`config.mk`:
```
export PLATFORM = sky130hd
export DESIGN_NAME = portal_msg_deserializer
export DESIGN_NICKNAME = d
export VERILOG_FILES = /design/src/rtl/portal_msg_deserializer_pkg.sv /design/src/rtl/portal_msg_deserializer.sv
export SDC_FILE = /design/constraint.sdc
export NUM_CORES = 1
export LEC_CHECK = 0
export CAP_MARGIN = 10
export CORE_MARGIN = 1
export CORE_UTILIZATION = 40
export CTS_CLUSTER_DIAMETER = 100
export DETAILED_ROUTE_END_ITERATION = 10
export PLACE_DENSITY = 0.67
export SLEW_MARGIN = 0
export SYNTH_ARGS = -nofsm -noshare
export SYNTH_HDL_FRONTEND = slang
export SYNTH_SLANG_ARGS = --single-unit
```
`constraint.sdc`:
```
create_clock -name CLK -period 2.8 [get_ports CLK]
set_clock_uncertainty 0.1 [all_clocks]
set_input_delay 0.42 -clock CLK [delete_from_list [all_inputs] [get_ports CLK]]
set_output_delay 0.42 -clock CLK [all_outputs]
set_load 0.01 [all_outputs]
```
`src/rtl/portal_msg_deserializer_pkg.sv`:
```
// Shared types for the portal message deserializer.
//   portal_header_t         : header word layout {method id, total frame length in words}
//   deser_state_e           : deserializer frame-tracking states
//   MAX_WORDS_DEFAULT       : default maximum payload words per message
package portal_msg_deserializer_pkg;

  localparam int MAX_WORDS_DEFAULT = 8;

  // Header word: [31:16] method id, [15:0] frame length including the header itself.
  typedef struct packed {
    logic [15:0] method;
    logic [15:0] length;
  } portal_header_t;

  typedef enum logic [1:0] {
    HDR     = 2'd0,
    BODY    = 2'd1,
    DISCARD = 2'd2,
    EMIT    = 2'd3
  } deser_state_e;

endpackage

```
`src/rtl/portal_msg_deserializer.sv`:
```
// Portal request message deserializer.
// Consumes the 32-bit word stream from the AXI slave bridge user write port,
// reassembles header + payload frames into one wide method-call transaction,
// and drops zero-length or oversize frames without stalling the bridge.
// Ports:
//   CLK, nRST    : clock, asynchronous active-low reset
//   in__ENA      : word valid from bridge
//   in__data     : header or payload word
//   in__RDY      : block accepts a word this cycle
//   out__ENA     : assembled message valid (held until out__RDY)
//   out__method  : method id from header
//   out__length  : payload word count, 0..MAX_WORDS
//   out__data    : payload, word k at [32k+31:32k], unused words zero
//   out__RDY     : user accepts message
//   drop__ENA    : one-cycle pulse after a header is rejected
//   errCount     : rejected-header count, saturating at 0xFFFF
module portal_msg_deserializer
  import portal_msg_deserializer_pkg::*;
#(
  parameter int MAX_WORDS    = MAX_WORDS_DEFAULT,
  parameter int METHOD_WIDTH = 16
) (
  input  logic                             CLK,
  input  logic                             nRST,
  input  logic                             in__ENA,
  input  logic [31:0]                      in__data,
  output logic                             in__RDY,
  output logic                             out__ENA,
  output logic [METHOD_WIDTH-1:0]          out__method,
  output logic [$clog2(MAX_WORDS+1)-1:0]   out__length,
  output logic [32*MAX_WORDS-1:0]          out__data,
  input  logic                             out__RDY,
  output logic                             drop__ENA,
  output logic [15:0]                      errCount
);

  localparam int LEN_W = $clog2(MAX_WORDS + 1);
  localparam int IDX_W = (MAX_WORDS > 1) ? $clog2(MAX_WORDS) : 1;

  deser_state_e              state_q, state_d;
  logic [15:0]               remaining_q, remaining_d;
  logic [IDX_W-1:0]          index_q, index_d;
  logic [METHOD_WIDTH-1:0]   method_q, method_d;
  logic [LEN_W-1:0]          length_q, length_d;
  logic [32*MAX_WORDS-1:0]   data_q, data_d;
  logic                      drop_q, drop_d;
  logic [15:0]               err_q, err_d;
  logic                      rdy_q;

  portal_header_t            hdr;
  logic                      accept;

  assign hdr = in__data;

  // rdy_q keeps in__RDY low while reset is held and for the first edge after
  // release, without a combinational path from nRST to the output.
  assign in__RDY     = rdy_q && (state_q != EMIT);
  assign accept      = in__ENA && in__RDY;
  assign out__ENA    = (state_q == EMIT);
  assign out__method = method_q;
  assign out__length = length_q;
  assign out__data   = data_q;
  assign drop__ENA   = drop_q;
  assign errCount    = err_q;

  always_comb begin
    state_d     = state_q;
    remaining_d = remaining_q;
    index_d     = index_q;
    method_d    = method_q;
    length_d    = length_q;
    data_d      = data_q;
    drop_d      = 1'b0;
    err_d       = err_q;

    unique case (state_q)
      HDR: begin
        if (accept) begin
          if (hdr.length == 16'd1) begin
            method_d = METHOD_WIDTH'(hdr.method);
            length_d = '0;
            data_d   = '0;
            state_d  = EMIT;
          end else if ((hdr.length >= 16'd2) && (hdr.length <= 16'(MAX_WORDS + 1))) begin
            method_d    = METHOD_WIDTH'(hdr.method);
            length_d    = LEN_W'(hdr.length - 16'd1);
            data_d      = '0;
            remaining_d = hdr.length - 16'd1;
            index_d     = '0;
            state_d     = BODY;
          end else begin
            drop_d = 1'b1;
            if (err_q != 16'hFFFF) begin
              err_d = err_q + 16'd1;
            end
            // A zero-length header has no body to skip; the next word is a header.
            if (hdr.length != 16'd0) begin
              remaining_d = hdr.length - 16'd1;
              state_d     = DISCARD;
            end
          end
        end
      end

      BODY: begin
        if (accept) begin
          for (int k = 0; k < MAX_WORDS; k++) begin
            if (index_q == IDX_W'(k)) begin
              data_d[32*k +: 32] = in__data;
            end
          end
          index_d     = index_q + IDX_W'(1);
          remaining_d = remaining_q - 16'd1;
          if (remaining_q == 16'd1) begin
            state_d = EMIT;
          end
        end
      end

      DISCARD: begin
        if (accept) begin
          remaining_d = remaining_q - 16'd1;
          if (remaining_q == 16'd1) begin
            state_d = HDR;
          end
        end
      end

      EMIT: begin
        if (out__RDY) begin
          state_d = HDR;
        end
      end

      default: state_d = HDR;
    endcase
  end

  always_ff @(posedge CLK or negedge nRST) begin
    if (!nRST) begin
      state_q     <= HDR;
      remaining_q <= '0;
      index_q     <= '0;
      method_q    <= '0;
      length_q    <= '0;
      data_q      <= '0;
      drop_q      <= 1'b0;
      err_q       <= '0;
      rdy_q       <= 1'b0;
    end else begin
      state_q     <= state_d;
      remaining_q <= remaining_d;
      index_q     <= index_d;
      method_q    <= method_d;
      length_q    <= length_d;
      data_q      <= data_d;
      drop_q      <= drop_d;
      err_q       <= err_d;
      rdy_q       <= 1'b1;
    end
  end

endmodule

```
Word level (Yosys, flattened, before mapping)
Cells that the tools add are included.
{"block": "word_totals", "ff_bits": 315, "inputBits": 36, "output_inout_bits": 295, "wordCells": 123}
{"block": "classes", "addsub": 4, "magnitude_cmp": 2, "n_eq_ne": 34, "n_mux": 42, "bitwise": 2, "reduce_logical": 23}
{"cell": "$mux W256", "n": 4}
{"cell": "$pmux W256 S2", "n": 1}
{"cell": "$mux W32", "n": 8}
{"cell": "$mux W16", "n": 7}
{"cell": "$reduce_and A5 Y1", "n": 11}
{"cell": "$eq A16 B1 Y1 const B", "n": 2}
{"cell": "$ne A2 B2 Y1 const B", "n": 16}
{"cell": "$pmux W16 S2", "n": 1}
{"cell": "$sub A16 B1 Y16 const B", "n": 2}
{"cell": "$mux W2", "n": 9}
{"cell": "$add A16 B1 Y16 const B", "n": 1}
{"cell": "$ge A16 B2 Y1 const B", "n": 1}
{"cell": "$le A16 B4 Y1 const B", "n": 1}
{"cell": "$ne A16 B16 Y1 const B", "n": 1}
{"cell": "$reduce_bool A16 Y1", "n": 1}
{"cell": "$eq A3 B3 Y1 const B", "n": 4}
{"cell": "$mux W3", "n": 4}
{"cell": "$mux W4", "n": 2}
{"cell": "$pmux W2 S4", "n": 1}
{"cell": "$reduce_and A7 Y1", "n": 1}
{"cell": "$eq A3 B2 Y1 const B", "n": 2}
{"cell": "$ne A3 B3 Y1 const B", "n": 2}
{"cell": "$pmux W3 S2", "n": 1}
{"cell": "$reduce_bool A2 Y1", "n": 3}
{"cell": "13 further kinds", "n": 21}

Logic depth before layout (Yosys ltp)
Gate-level depths: netlist of run 1.
{"block": "logic_depth", "depth_word": 6, "ltp_mapped": 11, "depth_no_buf": 8}

Worst setup path after synthesis of run 1
No wires, ideal clock.
{"block": "synth_path", "kind": "input-to-reg", "startpoint": "input port in__data[8]", "endpoint": "register data_q[140], in the netlist out__data[140]", "setup_time_ps": 125, "t_arrival_ps": 3026, "t_required_ps": 2575, "path_slack_ps": -451, "stages": 9, "n_path_buf": 4, "cell_sequence": "buf_2 or4_1 clkbuf_1 or4_1 buf_2 o31a_1 a211oi_2 buf_2 mux2_2"}
{"block": "synth_between", "elab_chain_len": 4, "word_cells_on_any_way": 9, "cone_classes": "2 x order compare; 2 x eq/ne; 3 x mux; 2 x reduce/logical"}
{"element": "start: declaration", "line_no": "portal_msg_deserializer.sv:26", "text": "input logic [31:0] in__data,"}
{"element": "$ge A16 B2 Y1, or another cell as far along", "line_no": "portal_msg_deserializer.sv:84", "text": "end else if ((hdr.length >= 16'd2) && (hdr.length <= 16'(MAX_WORDS + 1))) begin"}
{"element": "$logic_and A1 B1 Y1 / $mux W256 (equally long branches)", "line_no": "portal_msg_deserializer.sv:84, portal_msg_deserializer.sv:79"}
{"element": "$ne A3 B3 Y1 (no line) / $mux W256 (equally long branches)"}
{"element": "$reduce_and A5 Y1 (no line) / $pmux W256 S2 (equally long branches)"}
{"element": "end signal: assignment", "line_no": "portal_msg_deserializer.sv:156", "text": "data_q <= data_d;"}
{"element": "end: declaration", "line_no": "portal_msg_deserializer.sv:45", "text": "logic [32*MAX_WORDS-1:0] data_q, data_d;"}
Several ways; a longest one is shown, not always the timed one. The select of a mux whose other input is x is not followed.
A chain may end at the register's enable or synchronous reset.

Worst setup path after layout of run 1
{"block": "layout_path", "startpoint": "input port in__data[0]", "endpoint": "register data_q[135], in the netlist out__data[135]"}
Same word-level chain as after synthesis.

==> metrics.log, run 1 <==
[metrics] Register-to-Register Setup Slack: approximately 0.25 ns
[metrics] Tightest Pin Transition: 0.652 ns
[metrics] met3 wire length: 3280 microns
[metrics] gr ovfl total: 0
[metrics] largest driver fanout on the critical path: 6
[metrics] remaining antenna violation count after routing: 0
[metrics] syn_nets: around 1,100
[metrics] number of standard cells after synthesis: approximately 1,100
[metrics] endpoint arrival time on the critical path: approximately 3.0 ns
[metrics] routed len/inst: around 22 microns
[metrics] number of optimization iterations in the first detailed-route pass: 5
[metrics] P_leak: 8.89 nW
[metrics] maximum clock path buffer count: 3
[metrics] endpoint class of the critical path: register
[metrics] Period Utilization, post-route: 97.8%
[metrics] crit path time final: ~2.7 ns
[metrics] depth of the worst hold-timing path: 3
[metrics] Routability Congestion: roughly 0.91
[metrics] clk sink count: 315
[metrics] final setup violating endpoints: 0
[metrics] Core Rows: 67
[metrics] Worst Setup Slack, final: 0.0618 ns
[metrics] sequential-to-total area share from yosys stat: slightly below 60%
[metrics] count of endpoints failing hold in the final timing report: 0
[metrics] class of the most critical hold timing path: input pin to register
[metrics] pin count of the biggest net entering global routing: between 70 and 80
[metrics] FMAX: about 0.37 GHz
[metrics] synthesis-to-layout area growth: 44.4%
[metrics] vias in the first global route: ~11,000
[metrics] pwr/cell area: 605 mW/mm^2
[metrics] final net count: between 1,500 and 2,000
[metrics] EDFF count, synth: 0
[metrics] number of pins with negative max-slew slack in the final report: 0
[metrics] worst r2r path cells: 12
[metrics] final core utilization: about three fifths
[metrics] count of filler cells inserted in the layout: between 2,000 and 3,000
[metrics] count of port buffers added during placement: between 300 and 400
[metrics] Initial Utilization: about 40%
[metrics] min-delay src: in__data[10]
[metrics] core footprint: approximately 0.034 sq mm
[metrics] first-pass GRT wire length: around 65,000 microns
[metrics] max-capacitance violation count: 0
[metrics] startpoint-to-endpoint class of the critical path: input pin to register
[metrics] Die Area: around 0.035 sq mm
[metrics] Clock Root Buffer: sky130_fd_sc_hd__clkbuf_16
[metrics] detailed placer's ending HPWL: a little under 30,000 microns
[metrics] CTS tree: built
[metrics] Cells after DPL: between 1,500 and 2,000
[metrics] data required time at the worst endpoint: 3.10 ns
[metrics] asr flop ratio synth: 100%
[metrics] total power draw: roughly 12 mW
[metrics] number of library cell types mapped by synthesis: 66
[metrics] final non-filler cell total: about 1,900
[metrics] FF-to-FF Start: state_q[0]
[metrics] endpoint of the worst hold-timing path: out__data[106]
[metrics] routed wl met2: 19,800 microns
[metrics] Peak VDD IR: roughly 670 uV
[metrics] clock-pin slew on the worst setup and hold paths: ~0.060 ns
[metrics] y dimension of the die: around 190 microns
[metrics] synthesized area: about 0.014 sq mm
[metrics] initial antenna violation count: 1
[metrics] share of layout cells above drive strength 1: between 20% and 30%
[metrics] DP Worst Slack: -0.629 ns
[metrics] endpoint of the lowest-slack register-to-register path: out__data[135]
[metrics] final wirelength: 42,500 microns
[metrics] x dimension of the die: around 190 microns
[metrics] relative slew slack: 56.0%
[metrics] overall routing resource usage: between 20 and 25%
[metrics] remaining routing DRC violations: 0
[metrics] Vias: about 10,000
[metrics] outcome: finished, final reports clean
[metrics] WL met1: 18,300 microns
[metrics] Top Ports: roughly 330
[metrics] number of DRC markers in iteration 0: approximately 540
[metrics] insertion delay of the later-clocked pin in the worst-skew pair: around 0.53 ns
[metrics] Synthesis Warnings: 0
[metrics] top_reg_cell synth: sky130_fd_sc_hd__dfrtp_1
[metrics] flop and latch count out of synthesis: roughly 320
[metrics] nature of the critical path startpoint: input pin
[metrics] highest routing layer actually used: met4
[metrics] H-Tree Depth: 2
[metrics] TritonCTS buffer count: 36
[metrics] setup repair after global routing missed its margin: no
[metrics] drt via density: roughly 5.4
[metrics] synthesized area per cell: ~13 sq um
==> state kept, by name, indices dropped and copies added, names as in the netlist <==
name and count:
rdy_q 1, remaining_q 16, state_q 2, drop__ENA 1, out__data 256, out__method 16, errCount 16, out__length 4
index_q 3
==> cell families (layout without fill, tap and decap cells) <==
logic type                 count (synthesis)  count (layout)  synth area share (%)
DFF                                      315             315                  57.9
and+or+nand+nor                          205             206                  8.30
xor gates and xnor gates                  24              24                  1.54
muxes                                    219             219                  18.0
other                                      1               2                0.0275
AOI/OAI and AO/OA                        183             183                  9.50
adders and majority gates                 16              16                  1.47
buffers and inverters                    107             518                  3.25
==> through the flow <==
| step | instance area (sq um) | hold WS [ns] | setup TNS (ns) |
|---|---|---|---|
| floorplan | 13800 | 0.0244 | -55.76 |
| global placement | 18100 | 0.337 | -156.47 |
| detailed placement | 18100 | 0.343 | -158.09 |
| CTS | 19700 | 0.162 | 0 |
| global route | 19700 | 0.165 | 0 |
| finish | 19700 | 0.190 | 0 |
==> placed cells by master, fill, tap and decap left out, drive strengths merged, types with 3 or more instances in the layout <==
master and count:
nor3b 5, a211oi 5, nand4 5, dfrtp 315, clkinv 5, nor2b 4, o31ai 40, or4 6
inv 18, o21ai 57, o22ai 3, mux2 212, xnor2 16, nor3 17, a22o 27, a31o 5
mux2i 7, nor4 8, xor2 8, clkdlybuf4s50 325, nand2b 3, ha 16, nand2 28, a2bb2oi 3
and4 4, or3 5, o31a 7, a21oi 12, buf 112, nand3 51, nand3b 4, nor2 20
and2 32, and3 8, bufinv 3, clkbuf 51
==> layout make-up <==
cell class	count	area (sq um)	share of cell area [%]
sequential	315	7880	40.1
multi-input combinational	649	5470	27.8
timing repair buffer	439	4440	22.6
clock buffer	51	1060	5.38
tap	448	561	2.85
clock inverter	13	189	0.961
inverter	15	56.3	0.286
antenna	1	2.50	0.0127
==> how the worst max path moves through the flow <==
stage | cells after the start | to | startpoint | slack [ns]
after floorplan | 9 | out__data[161] | in__data[8] | -0.34
after global placement | 8 | out__data[242] | in__data[9] | -0.61
after detailed placement | 7 | out__data[150] | in__data[9] | -0.63
after CTS | 11 | out__data[135] | in__data[10] | 0.02
after global routing | 13 | out__data[133] | in__data[0] | 0.001
final | 13 | out__data[135] | in__data[0] | 0.06
==> critical path: stages <==
cell,delay [ns]
sky130_fd_sc_hd__clkdlybuf4s50_1,0.48
sky130_fd_sc_hd__inv_1,0.13
sky130_fd_sc_hd__ha_1,0.18
sky130_fd_sc_hd__nor3_1,0.07
sky130_fd_sc_hd__a22o_1,0.26
sky130_fd_sc_hd__o31a_4,0.37
sky130_fd_sc_hd__buf_6,0.13
sky130_fd_sc_hd__a211oi_4,0.21
sky130_fd_sc_hd__buf_6,0.13
sky130_fd_sc_hd__buf_6,0.10
sky130_fd_sc_hd__buf_6,0.13
sky130_fd_sc_hd__buf_12,0.14
sky130_fd_sc_hd__mux2_4,0.30
==> layer usage <==
layer / up-vias / global-route usage (%)
met1: 5260 / 32.3
met5: - / 0
met2: 362 / 38.3
met3: 78 / 7.02
met4: 0 / 7.57
li1: 4652 / -
==> cell usage after synthesis, types with 12 or more instances <==
master | instances | area [sq um]
sky130_fd_sc_hd__a21oi_1 | 12 | 60.1
sky130_fd_sc_hd__dfrtp_1 | 315 | 7880
sky130_fd_sc_hd__ha_1 | 16 | 200
sky130_fd_sc_hd__clkbuf_1 | 69 | 259
sky130_fd_sc_hd__buf_2 | 12 | 60.1
sky130_fd_sc_hd__nor2_1 | 20 | 75.1
sky130_fd_sc_hd__o21ai_0 | 57 | 285
sky130_fd_sc_hd__and2_1 | 27 | 169
sky130_fd_sc_hd__o31ai_1 | 39 | 293
sky130_fd_sc_hd__nand3_1 | 51 | 255
sky130_fd_sc_hd__inv_1 | 15 | 56.3
sky130_fd_sc_hd__mux2_2 | 206 | 2320
sky130_fd_sc_hd__nand2_1 | 28 | 105
sky130_fd_sc_hd__nor3_1 | 17 | 85.1
sky130_fd_sc_hd__xnor2_1 | 16 | 140
sky130_fd_sc_hd__a22o_1 | 27 | 236
==> repair_timing <==
action                                  in CTS  in global routing
gates cloned                                 6                  0
resized for setup                           43                  0
hold buffers                                 1                  0
endpoints found under the hold margin       61                  0
pin swaps                                    6                  1
setup buffers                               10                  0
endpoints found under the setup margin     168                 26
==> report_power, final <==
group / total, mW / switching [mW] / internal [mW]
logic: 1.86 / 0.968 / 0.890
clock network: 4.92 / 1.97 / 2.95
registers: 5.13 / 0.284 / 4.84
total: 11.9 / 3.22 / 8.68
Note: power is estimated with default switching activity, not from simulation.
==> run 2, diff against run 1 <==
- SLEW_MARGIN: 0 -> unset
==> results of run 2 <==
Final layout, timing and power as in run 1 (identical DEF).
